==> src/rtl/frame_data_writer_pkg.sv <==
// Shared definitions for the frame data writer: header magic, FSM state
// encoding and default parameter values.
// Optional feature macro: FRAME_DATA_WRITER_CHECK_EN (adds the CHECK state).
package frame_cfg_pkg;

    // Upper 16 bits of a header word.
    localparam logic [15:0] FRAME_MAGIC = 16'hFAB0;

    localparam int DEF_FRAME_BITS_PER_ROW = 32;
    localparam int DEF_ROW_SELECT_WIDTH   = 5;
    localparam int DEF_NUMBER_OF_ROWS     = 12;
    localparam int DEF_FRAME_ADDR_WIDTH   = 5;

`ifdef FRAME_DATA_WRITER_CHECK_EN
    typedef enum logic [1:0] {
        ST_IDLE   = 2'd0,
        ST_DATA   = 2'd1,
        ST_CHECK  = 2'd2,
        ST_STROBE = 2'd3
    } frame_state_e;
`else
    typedef enum logic [1:0] {
        ST_IDLE   = 2'd0,
        ST_DATA   = 2'd1,
        ST_STROBE = 2'd3
    } frame_state_e;
`endif

    // True when the upper half of a word carries the header magic.
    function automatic logic is_header(input logic [15:0] magic);
        return magic == FRAME_MAGIC;
    endfunction

endpackage

==> src/rtl/frame_data_writer_if.sv <==
// Valid/ready stream carrying header, row data and check words into the
// frame data writer.
interface frame_data_writer_if #(
    parameter int Width = 32
) ();
    logic [Width-1:0] s_data;
    logic             s_valid;
    logic             s_ready;

    modport master (output s_data, output s_valid, input s_ready);
    modport slave  (input s_data, input s_valid, output s_ready);
endinterface

==> src/rtl/frame_data_writer_row_counter.sv <==
// Row counter running 1..NumberOfRows: load restarts at row 1, increment
// advances, last flags the final row of the frame.
module frame_row_counter
    import frame_cfg_pkg::*;
#(
    parameter int NumberOfRows   = DEF_NUMBER_OF_ROWS,
    parameter int RowSelectWidth = DEF_ROW_SELECT_WIDTH
) (
    input  logic                      clk,
    input  logic                      rst_n,
    input  logic                      load_i,
    input  logic                      inc_i,
    output logic [RowSelectWidth-1:0] count_o,
    output logic                      last_o
);

    localparam logic [RowSelectWidth-1:0] FirstRow = RowSelectWidth'(1);
    localparam logic [RowSelectWidth-1:0] LastRow  = RowSelectWidth'(NumberOfRows);

    logic [RowSelectWidth-1:0] count_q;
    logic [RowSelectWidth-1:0] count_d;

    // Next count: load wins, increment wraps back to the first row.
    always_comb begin
        count_d = count_q;
        if (load_i) begin
            count_d = FirstRow;
        end else if (inc_i) begin
            count_d = (count_q == LastRow) ? FirstRow : count_q + 1'b1;
        end
    end

    // Count register, reset to the first row.
    always_ff @(posedge clk or negedge rst_n) begin
        // NOTE: clocked state uses non-blocking assignments so every register samples pre-edge values.
        if (!rst_n) begin
            count_q <= FirstRow;
        end else begin
            count_q <= count_d;
        end
    end

    assign count_o = count_q;
    assign last_o  = (count_q == LastRow);

endmodule

==> src/rtl/frame_data_writer.sv <==
// Frame data writer: accepts a header word (magic 16'hFAB0 + frame index),
// then NumberOfRows data words, broadcasting each on FrameData with a
// 1-based RowSelect pulse, and finishes with a one-cycle FrameStrobe.
// Optional feature macro: FRAME_DATA_WRITER_CHECK_EN -- a trailing check
// word must equal the XOR of the frame's data words before the strobe.
module frame_data_writer
    import frame_cfg_pkg::*;
#(
    parameter int FrameBitsPerRow = DEF_FRAME_BITS_PER_ROW,
    parameter int RowSelectWidth  = DEF_ROW_SELECT_WIDTH,
    parameter int NumberOfRows    = DEF_NUMBER_OF_ROWS,
    parameter int FrameAddrWidth  = DEF_FRAME_ADDR_WIDTH
) (
    input  logic                       CLK,
    input  logic                       resetn,
    frame_data_writer_if.slave         s_if,
    output logic [FrameBitsPerRow-1:0] FrameData,
    output logic [RowSelectWidth-1:0]  RowSelect,
    output logic [FrameAddrWidth-1:0]  FrameAddr,
    output logic                       FrameStrobe,
    output logic                       err
);

    frame_state_e               state_q;
    logic                       s_ready_q;
    logic [FrameBitsPerRow-1:0] frame_data_q;
    logic [RowSelectWidth-1:0]  row_sel_q;
    logic [FrameAddrWidth-1:0]  frame_addr_q;
    logic                       strobe_q;
    logic                       err_q;
`ifdef FRAME_DATA_WRITER_CHECK_EN
    logic [FrameBitsPerRow-1:0] xor_q;
`endif

    logic                       fire;
    logic                       hdr_ok;
    logic                       cnt_load;
    logic                       cnt_inc;
    logic [RowSelectWidth-1:0]  row_cnt;
    logic                       row_last;

    assign fire   = s_if.s_valid && s_ready_q;
    assign hdr_ok = is_header(s_if.s_data[FrameBitsPerRow-1 -: 16]);

    // Counter control: restart on a good header, advance on each non-final row.
    assign cnt_load = fire && (state_q == ST_IDLE) && hdr_ok;
    assign cnt_inc  = fire && (state_q == ST_DATA) && !row_last;

    frame_row_counter #(
        .NumberOfRows   (NumberOfRows),
        .RowSelectWidth (RowSelectWidth)
    ) u_row_counter (
        .clk     (CLK),
        .rst_n   (resetn),
        .load_i  (cnt_load),
        .inc_i   (cnt_inc),
        .count_o (row_cnt),
        .last_o  (row_last)
    );

    // Frame FSM with registered outputs; ready drops through the pre-strobe
    // and strobe cycles so a following header lands once the strobe is done.
    always_ff @(posedge CLK or negedge resetn) begin
        if (!resetn) begin
            state_q      <= ST_IDLE;
            s_ready_q    <= 1'b0;
            frame_data_q <= '0;
            row_sel_q    <= '0;
            frame_addr_q <= '0;
            strobe_q     <= 1'b0;
            err_q        <= 1'b0;
`ifdef FRAME_DATA_WRITER_CHECK_EN
            xor_q        <= '0;
`endif
        end else begin
            // NOTE: pulse outputs default low each cycle; only an accepted word or the strobe state raises them.
            row_sel_q <= '0;
            strobe_q  <= 1'b0;
            case (state_q)
                ST_IDLE: begin
                    s_ready_q <= 1'b1;
                    if (fire) begin
                        if (hdr_ok) begin
                            frame_addr_q <= s_if.s_data[FrameAddrWidth-1:0];
                            state_q      <= ST_DATA;
`ifdef FRAME_DATA_WRITER_CHECK_EN
                            xor_q        <= '0;
`endif
                        end else begin
                            err_q <= 1'b1;
                        end
                    end
                end
                ST_DATA: begin
                    s_ready_q <= 1'b1;
                    if (fire) begin
                        frame_data_q <= s_if.s_data;
                        row_sel_q    <= row_cnt;
`ifdef FRAME_DATA_WRITER_CHECK_EN
                        xor_q        <= xor_q ^ s_if.s_data;
                        if (row_last) begin
                            state_q <= ST_CHECK;
                        end
`else
                        if (row_last) begin
                            state_q   <= ST_STROBE;
                            s_ready_q <= 1'b0;
                        end
`endif
                    end
                end
`ifdef FRAME_DATA_WRITER_CHECK_EN
                ST_CHECK: begin
                    s_ready_q <= 1'b1;
                    if (fire) begin
                        if (s_if.s_data == xor_q) begin
                            state_q   <= ST_STROBE;
                            s_ready_q <= 1'b0;
                        end else begin
                            err_q   <= 1'b1;
                            state_q <= ST_IDLE;
                        end
                    end
                end
`endif
                ST_STROBE: begin
                    strobe_q  <= 1'b1;
                    s_ready_q <= 1'b0;
                    state_q   <= ST_IDLE;
                end
                default: begin
                    state_q <= ST_IDLE;
                end
            endcase
        end
    end

    assign s_if.s_ready = s_ready_q;
    assign FrameData    = frame_data_q;
    assign RowSelect    = row_sel_q;
    assign FrameAddr    = frame_addr_q;
    assign FrameStrobe  = strobe_q;
    assign err          = err_q;

endmodule

==> src/flat_wrapper.sv <==
// flat-port wrapper written by rule: the top's interface ports become plain ports
module frame_data_writer_flat import frame_cfg_pkg::*;
#(
    parameter int FrameBitsPerRow = DEF_FRAME_BITS_PER_ROW,
    parameter int RowSelectWidth  = DEF_ROW_SELECT_WIDTH,
    parameter int NumberOfRows    = DEF_NUMBER_OF_ROWS,
    parameter int FrameAddrWidth  = DEF_FRAME_ADDR_WIDTH
)
  (CLK, resetn, FrameData, RowSelect, FrameAddr, FrameStrobe, err, s_if_s_data, s_if_s_valid, s_if_s_ready);
  frame_data_writer_if #(.Width(32)) s_if_i ();
  input  logic CLK;
  input  logic resetn;
  output logic [FrameBitsPerRow-1:0] FrameData;
  output logic [RowSelectWidth-1:0] RowSelect;
  output logic [FrameAddrWidth-1:0] FrameAddr;
  output logic FrameStrobe;
  output logic err;
  input wire logic [$bits(s_if_i.s_data)-1:0] s_if_s_data;
  input wire logic [$bits(s_if_i.s_valid)-1:0] s_if_s_valid;
  output wire logic [$bits(s_if_i.s_ready)-1:0] s_if_s_ready;
  assign s_if_i.s_data = s_if_s_data;
  assign s_if_i.s_valid = s_if_s_valid;
  assign s_if_s_ready = s_if_i.s_ready;
  frame_data_writer #(.FrameBitsPerRow(FrameBitsPerRow), .RowSelectWidth(RowSelectWidth), .NumberOfRows(NumberOfRows), .FrameAddrWidth(FrameAddrWidth)) u_core (.CLK(CLK), .resetn(resetn), .s_if(s_if_i), .FrameData(FrameData), .RowSelect(RowSelect), .FrameAddr(FrameAddr), .FrameStrobe(FrameStrobe), .err(err));
endmodule
==> config.mk <==
export PLATFORM = sky130hd
export DESIGN_NAME = frame_data_writer_flat
export DESIGN_NICKNAME = d
export VERILOG_FILES = /design/src/rtl/frame_data_writer_pkg.sv /design/src/rtl/frame_data_writer_if.sv /design/src/rtl/frame_data_writer_row_counter.sv /design/src/rtl/frame_data_writer.sv /design/src/flat_wrapper.sv
export SDC_FILE = /design/constraint.sdc
export NUM_CORES = 1
export LEC_CHECK = 0
export CAP_MARGIN = 10
export CORE_MARGIN = 2
export CORE_UTILIZATION = 25
export CTS_BUF_LIST = sky130_fd_sc_hd__clkbuf_4 sky130_fd_sc_hd__clkbuf_8
export DETAILED_ROUTE_END_ITERATION = 8
export PLACE_DENSITY_LB_ADDON = 0.08
export SYNTH_ARGS = -nofsm -noshare
export SYNTH_HDL_FRONTEND = slang
export SYNTH_HIERARCHICAL = 1
export SYNTH_SLANG_ARGS = --single-unit
==> constraint.sdc <==
create_clock -name CLK -period 3.25 [get_ports CLK]
set_clock_uncertainty 0.2 [all_clocks]
set_input_delay 0.65 -clock CLK [delete_from_list [all_inputs] [get_ports CLK]]
set_output_delay 0.65 -clock CLK [all_outputs]
set_load 0.005 [all_outputs]
# Word-level counts from Yosys, hierarchy flattened
# Index checks and enable logic that the tools add are counted.
# Widths: inputs -> output; s select.
[totals]
inputBits = 35
output_inout_bits = 45
wordCells = 45
ff_bits = 52
[classes]
eq_ne = 8
muxes = 14
bitwise_logic = 1
n_addsub = 1
reduce_logical = 13
[ops]
columns = ["cell", "n"]
rows = [
  ["$mux 5", 5],
  ["$eq 16x16->1 const B", 1],
  ["$mux 2", 4],
  ["$ne 2x1->1 const B", 4],
  ["$reduce_and 3->1", 2],
  ["$add 5x1->5 const B", 1],
  ["$eq 5x4->1 const B", 1],
  ["$logic_and 1x1->1", 5],
  ["$pmux 2 s2", 1],
  ["$reduce_and 4->1", 1],
  ["$mux 1", 3],
  ["$pmux 1 s3", 1],
  ["$reduce_bool 3->1", 1],
  ["$eq 2x1->1 const B", 1],
  ["$eq 2x2->1 const B", 1],
  ["$logic_not 2->1", 1],
  ["$reduce_and 2->1", 1],
  ["$reduce_bool 2->1", 1],
  ["$logic_not 1->1", 1],
  ["$not 1->1", 1],
]

# Longest topological paths before layout
[depth]
ltp_word = 5
mapped_depth = 9
ltp_nobuf = 7

# Modules after synthesis
# The synthesis kept the hierarchy.
[by_module_without_submodules]
columns = ["module", "seq_area_each_um2", "cells_per_inst", "area_per_inst_um2", "n_inst"]
rows = [
  ["frame_data_writer", 1176.1, 114, 1815.5, 1],
  ["frame_row_counter", 126.4, 29, 304.0, 1],
]

# Worst setup path before layout
# OpenSTA, ideal clock, no wires.
[synth_path]
path_type = "input to register"
from = "in s_if_s_data[17]"
to = "reg u_core.u_row_counter.count_q[3], in the netlist u_core/u_row_counter/count_o[3]"
t_required_ns = 2.922
path_stages = 7
arrival_ns = 2.145
setup_time_ns = 0.128
path_slack_ns = 0.777
n_path_buf = 0
path_cell_list = "or4_4 -> nor4_4 -> nand3b_4 -> inv_1 -> nor2_1 -> a31oi_1 -> o41ai_1"
[synth_via]
elab_chain_cells = 3
elab_cells_between_ends = 4
classes_between = "eq/ne: 1; mux: 1; reduce/logical: 2"
[synth_lines]
columns = ["item", "line", "source"]
rows = [
  ["start: declaration", "flat_wrapper.sv:18", "input wire logic [$bits(s_if_i.s_data)-1:0] s_if_s_data;"],
  ["$eq 16x16->1 *", "frame_data_writer_pkg.sv:31", "return magic == FRAME_MAGIC;"],
  ["$logic_and 1x1->1 *", "frame_data_writer.sv:46", "assign cnt_load = fire && (state_q == ST_IDLE) && hdr_ok;"],
  ["via u_core.cnt_load", "frame_data_writer.sv:37", "logic cnt_load;"],
  ["$mux 5 or $reduce_bool 2->1 (tied branches)", "n/a", ""],
  ["end signal: assignment", "frame_data_writer_row_counter.sv:37", "count_q <= FirstRow;"],
  ["end signal: assignment", "frame_data_writer_row_counter.sv:39", "count_q <= count_d;"],
  ["end: declaration", "frame_data_writer_row_counter.sv:20", "logic [RowSelectWidth-1:0] count_q;"],
]
# Mark *: on every way through the listed nets, which the timed path passes. The rest lies on a longest branch.
# A chain may end at the register's enable or synchronous reset.

# Final worst setup path
# Same ends and word-level chain as after synthesis.

==> metrics.csv <==
metric,value,unit
outcome,completed,
fill_cells,796,
path_max_fanout,8,
diodes,0,
clk_latency,0.30,ns
numCtsBuffers,5,
fin_crit,2.66,ns
synth_xor_area_frac,0.00413,
cellPowerDensity,369,nW/µm²
grt_pass1_wl,7.30,mm
synth_top_family_by_area,multiplexers,
drc,0,
start_util,0.258,
startpoint_type,primary input,
antenna_found_initial,0,
setup_viol,0,
synth_compound_area_frac,0.0236,
cts_setup_buffers,0,
leakage,1.54,nW
routed_wl,4.74,mm
cts_sinks,52,
setup.worst_path.class,primary input to flop,
hold_buffers,0,
h-tree-depth,2,
numPortBuffers,79,
synth_simple_gate_area_frac,0.108,
avgRoutedWirePerCell,14.2,µm
drtAntennaViolNets,0,
dpl.hpwl,3.45,mm
drive_above_1_share,0.245,
cts_resized,0,
die-area,9230,µm²
switching_share,0.204,
grt_max_degree,34,
vias_per_cell,4.27,
synth_area_per_cell,14.8,µm²
fmax,0.375,GHz
synth-adder-area-share,0.0118,
cap_violations,0,
rsz0062_at_grt,false,
ys_seq_area_frac,0.615,
drt-initial-drc-count,24,
intPower,930,µW
ys_ff_latch,52,
dp_slack,0.252,ns
post_synth_num_cell_types,33,
power.switching,238,µW
syn_area,2120,µm²
synth_warnings,6,
seq_power_share,0.556,
cts_tree,done,
dieWidth,96.1,µm
clkPwrFrac,0.383,
relSlewSlack,0.598,
grt.overflow.total,0,
ir_drop,0.148,mV
fp.dieH,96.1,µm
grt_usage,0.105,
drv_slew,0,
place.gp.congestion,0.695,
io_pins,80,
cts_root_buf,clkbuf_8,
p_comb_frac,0.061,
cp.required,3.23,ns
period_share,0.819,
clk_pin_slew_worst_paths,0.10,ns
area_growth,49.3,%
rows,33,
setup_tns,0,ns
cts_buffer_depth,2,
synth_fp_nets,180,
dr.pass1.iters,4,
core,8220,µm²
critPathArrivalTime,2.65,ns
first_global_vias,1507,
worstMarginPinSlew,0.602,ns
synth_mux_area_frac,0.215,
crit_path_end_kind,flop,
vias,1427,
hp-class,primary input to asynchronous set/reset pin,
setup_ws,0.587,ns
synthCells,143,
hold_violations,0,
final_net_count,265,
flip-flops by register name, indices dropped and copies added (netlist names):
name / count
u_core/FrameAddr: 5
u_core/FrameData: 32
u_core/FrameStrobe: 1
u_core/RowSelect: 5
u_core/err: 1
u_core/s_if.s_ready: 1
u_core/state_q: 2
u_core/u_row_counter/count_o: 5
path summary, 6_finish.rpt:
check | from | to | slack, ns | cells after the start
max in group asynchronous | resetn | u_core/FrameStrobe | 2.14 | 2
max reg2reg | u_core/u_row_counter/count_o[0] | u_core/u_row_counter/count_o[4] | 1.05 | 8
max | s_if_s_data[17] | u_core/u_row_counter/count_o[3] | 0.59 | 8
min reg2reg | u_core/err | u_core/err | 0.29 | 2
min | resetn | u_core/FrameAddr[3] | 0.15 | 1
min in group CLK | u_core/err | u_core/err | 0.29 | 2
critical path: stages:
cell	delay (ns)
clkdlybuf4s50_1	0.42
or4_4	0.55
nor4_4	0.40
nand3b_4	0.11
inv_1	0.19
nor2_1	0.08
a31oi_1	0.16
o41ai_1	0.09
per-layer routing:
metal  GRT usage  up-vias  share of wire
met5           0        -              0
li1            -      681              -
met3      0.0376        7          0.091
met1       0.128      683           0.43
met2       0.170       56           0.47
met4      0.0357        0          0.012
area by class of cell:
cell class | instances | area (µm²) | share of cell area
Clock buffer | 6 | 76.3 | 0.0241
Tap cell | 105 | 131 | 0.0415
Multi-Input combinational cell | 80 | 768 | 0.243
Inverter | 6 | 22.5 | 0.00712
Timing Repair Buffer | 83 | 828 | 0.262
Sequential cell | 52 | 1300 | 0.412
Clock inverter | 2 | 35.0 | 0.0111
power groups by stage:
| stage | clock, mW | combinational [mW] | sequential (mW) |
|---|---|---|---|
| after global routing | 0.492 | 0.0783 | 0.650 |
| final | 0.448 | 0.0710 | 0.649 |
| after CTS | 0.470 | 0.0738 | 0.650 |
| after detailed placement | 0 | 0.0735 | 0.662 |
| after global placement | 0 | 0.0741 | 0.662 |
| after floorplan | 0 | 0.00712 | 0.663 |
kinds of logic after synthesis:
family | count (synthesis)
muxes | 39
and+or+nand+nor | 31
buffers and inverters | 11
adders and majority gates | 2
xor gates and xnor gates | 1
AOI/OAI and AO/OA | 7
DFF | 52
Yosys cell counts (all sizes together):
cell | number | area (µm²)
a31oi | 2 | 12.5
nor2b | 1 | 6.26
xnor2 | 1 | 8.76
or4bb | 1 | 11.3
mux2i | 2 | 20.0
nand4b | 1 | 8.76
or3 | 1 | 6.26
nand2b | 2 | 12.5
o22ai | 1 | 6.26
nand4 | 2 | 18.8
buf | 2 | 15.0
nand3b | 1 | 20.0
a21oi | 1 | 5.00
nand2 | 3 | 11.3
and3 | 7 | 43.8
o32ai | 1 | 8.76
nor3b | 1 | 7.51
inv | 6 | 22.5
nor2 | 7 | 33.8
or4 | 1 | 11.3
o41ai | 2 | 17.5
dfstp | 1 | 26.3
ha | 2 | 25.0
clkbuf | 3 | 11.3
mux2 | 37 | 435
nor4 | 1 | 21.3
and2 | 1 | 6.26
dfrtp | 51 | 1280
and4b | 1 | 10.0
placed cells by master (no fill, tap or decap), types with 2 or more instances in the layout:
master | netlist | routed
clkdlybuf4s50_1 | 0 | 78
dfrtp_1 | 51 | 51
mux2_2 | 32 | 32
and3_1 | 7 | 7
nor2_1 | 6 | 6
inv_1 | 6 | 6
clkbuf_8 | 0 | 5
mux2_4 | 5 | 5
nand2_1 | 3 | 3
buf_4 | 0 | 3
a31oi_1 | 2 | 2
o41ai_1 | 2 | 2
nand2b_1 | 2 | 2
mux2i_1 | 2 | 2
ha_1 | 2 | 2
per-stage QoR:
| step | total power [mW] | hold slack (ns) | util | instance area (µm²) | instances |
|---|---|---|---|---|---|
| after CTS | 1.19 | 0.163 | 0.385 | 3160 | 334 |
| after detailed placement | 0.736 | 0.264 | 0.372 | 3050 | 326 |
| after global routing | 1.22 | 0.192 | 0.385 | 3160 | 334 |
| final | 1.17 | 0.149 | 0.385 | 3160 | 334 |
| after floorplan | 0.670 | 0.154 | - | 2120 | 143 |
| after global placement | 0.736 | 0.257 | 0.372 | 3050 | 326 |
Power figures use the tool's default switching activity.
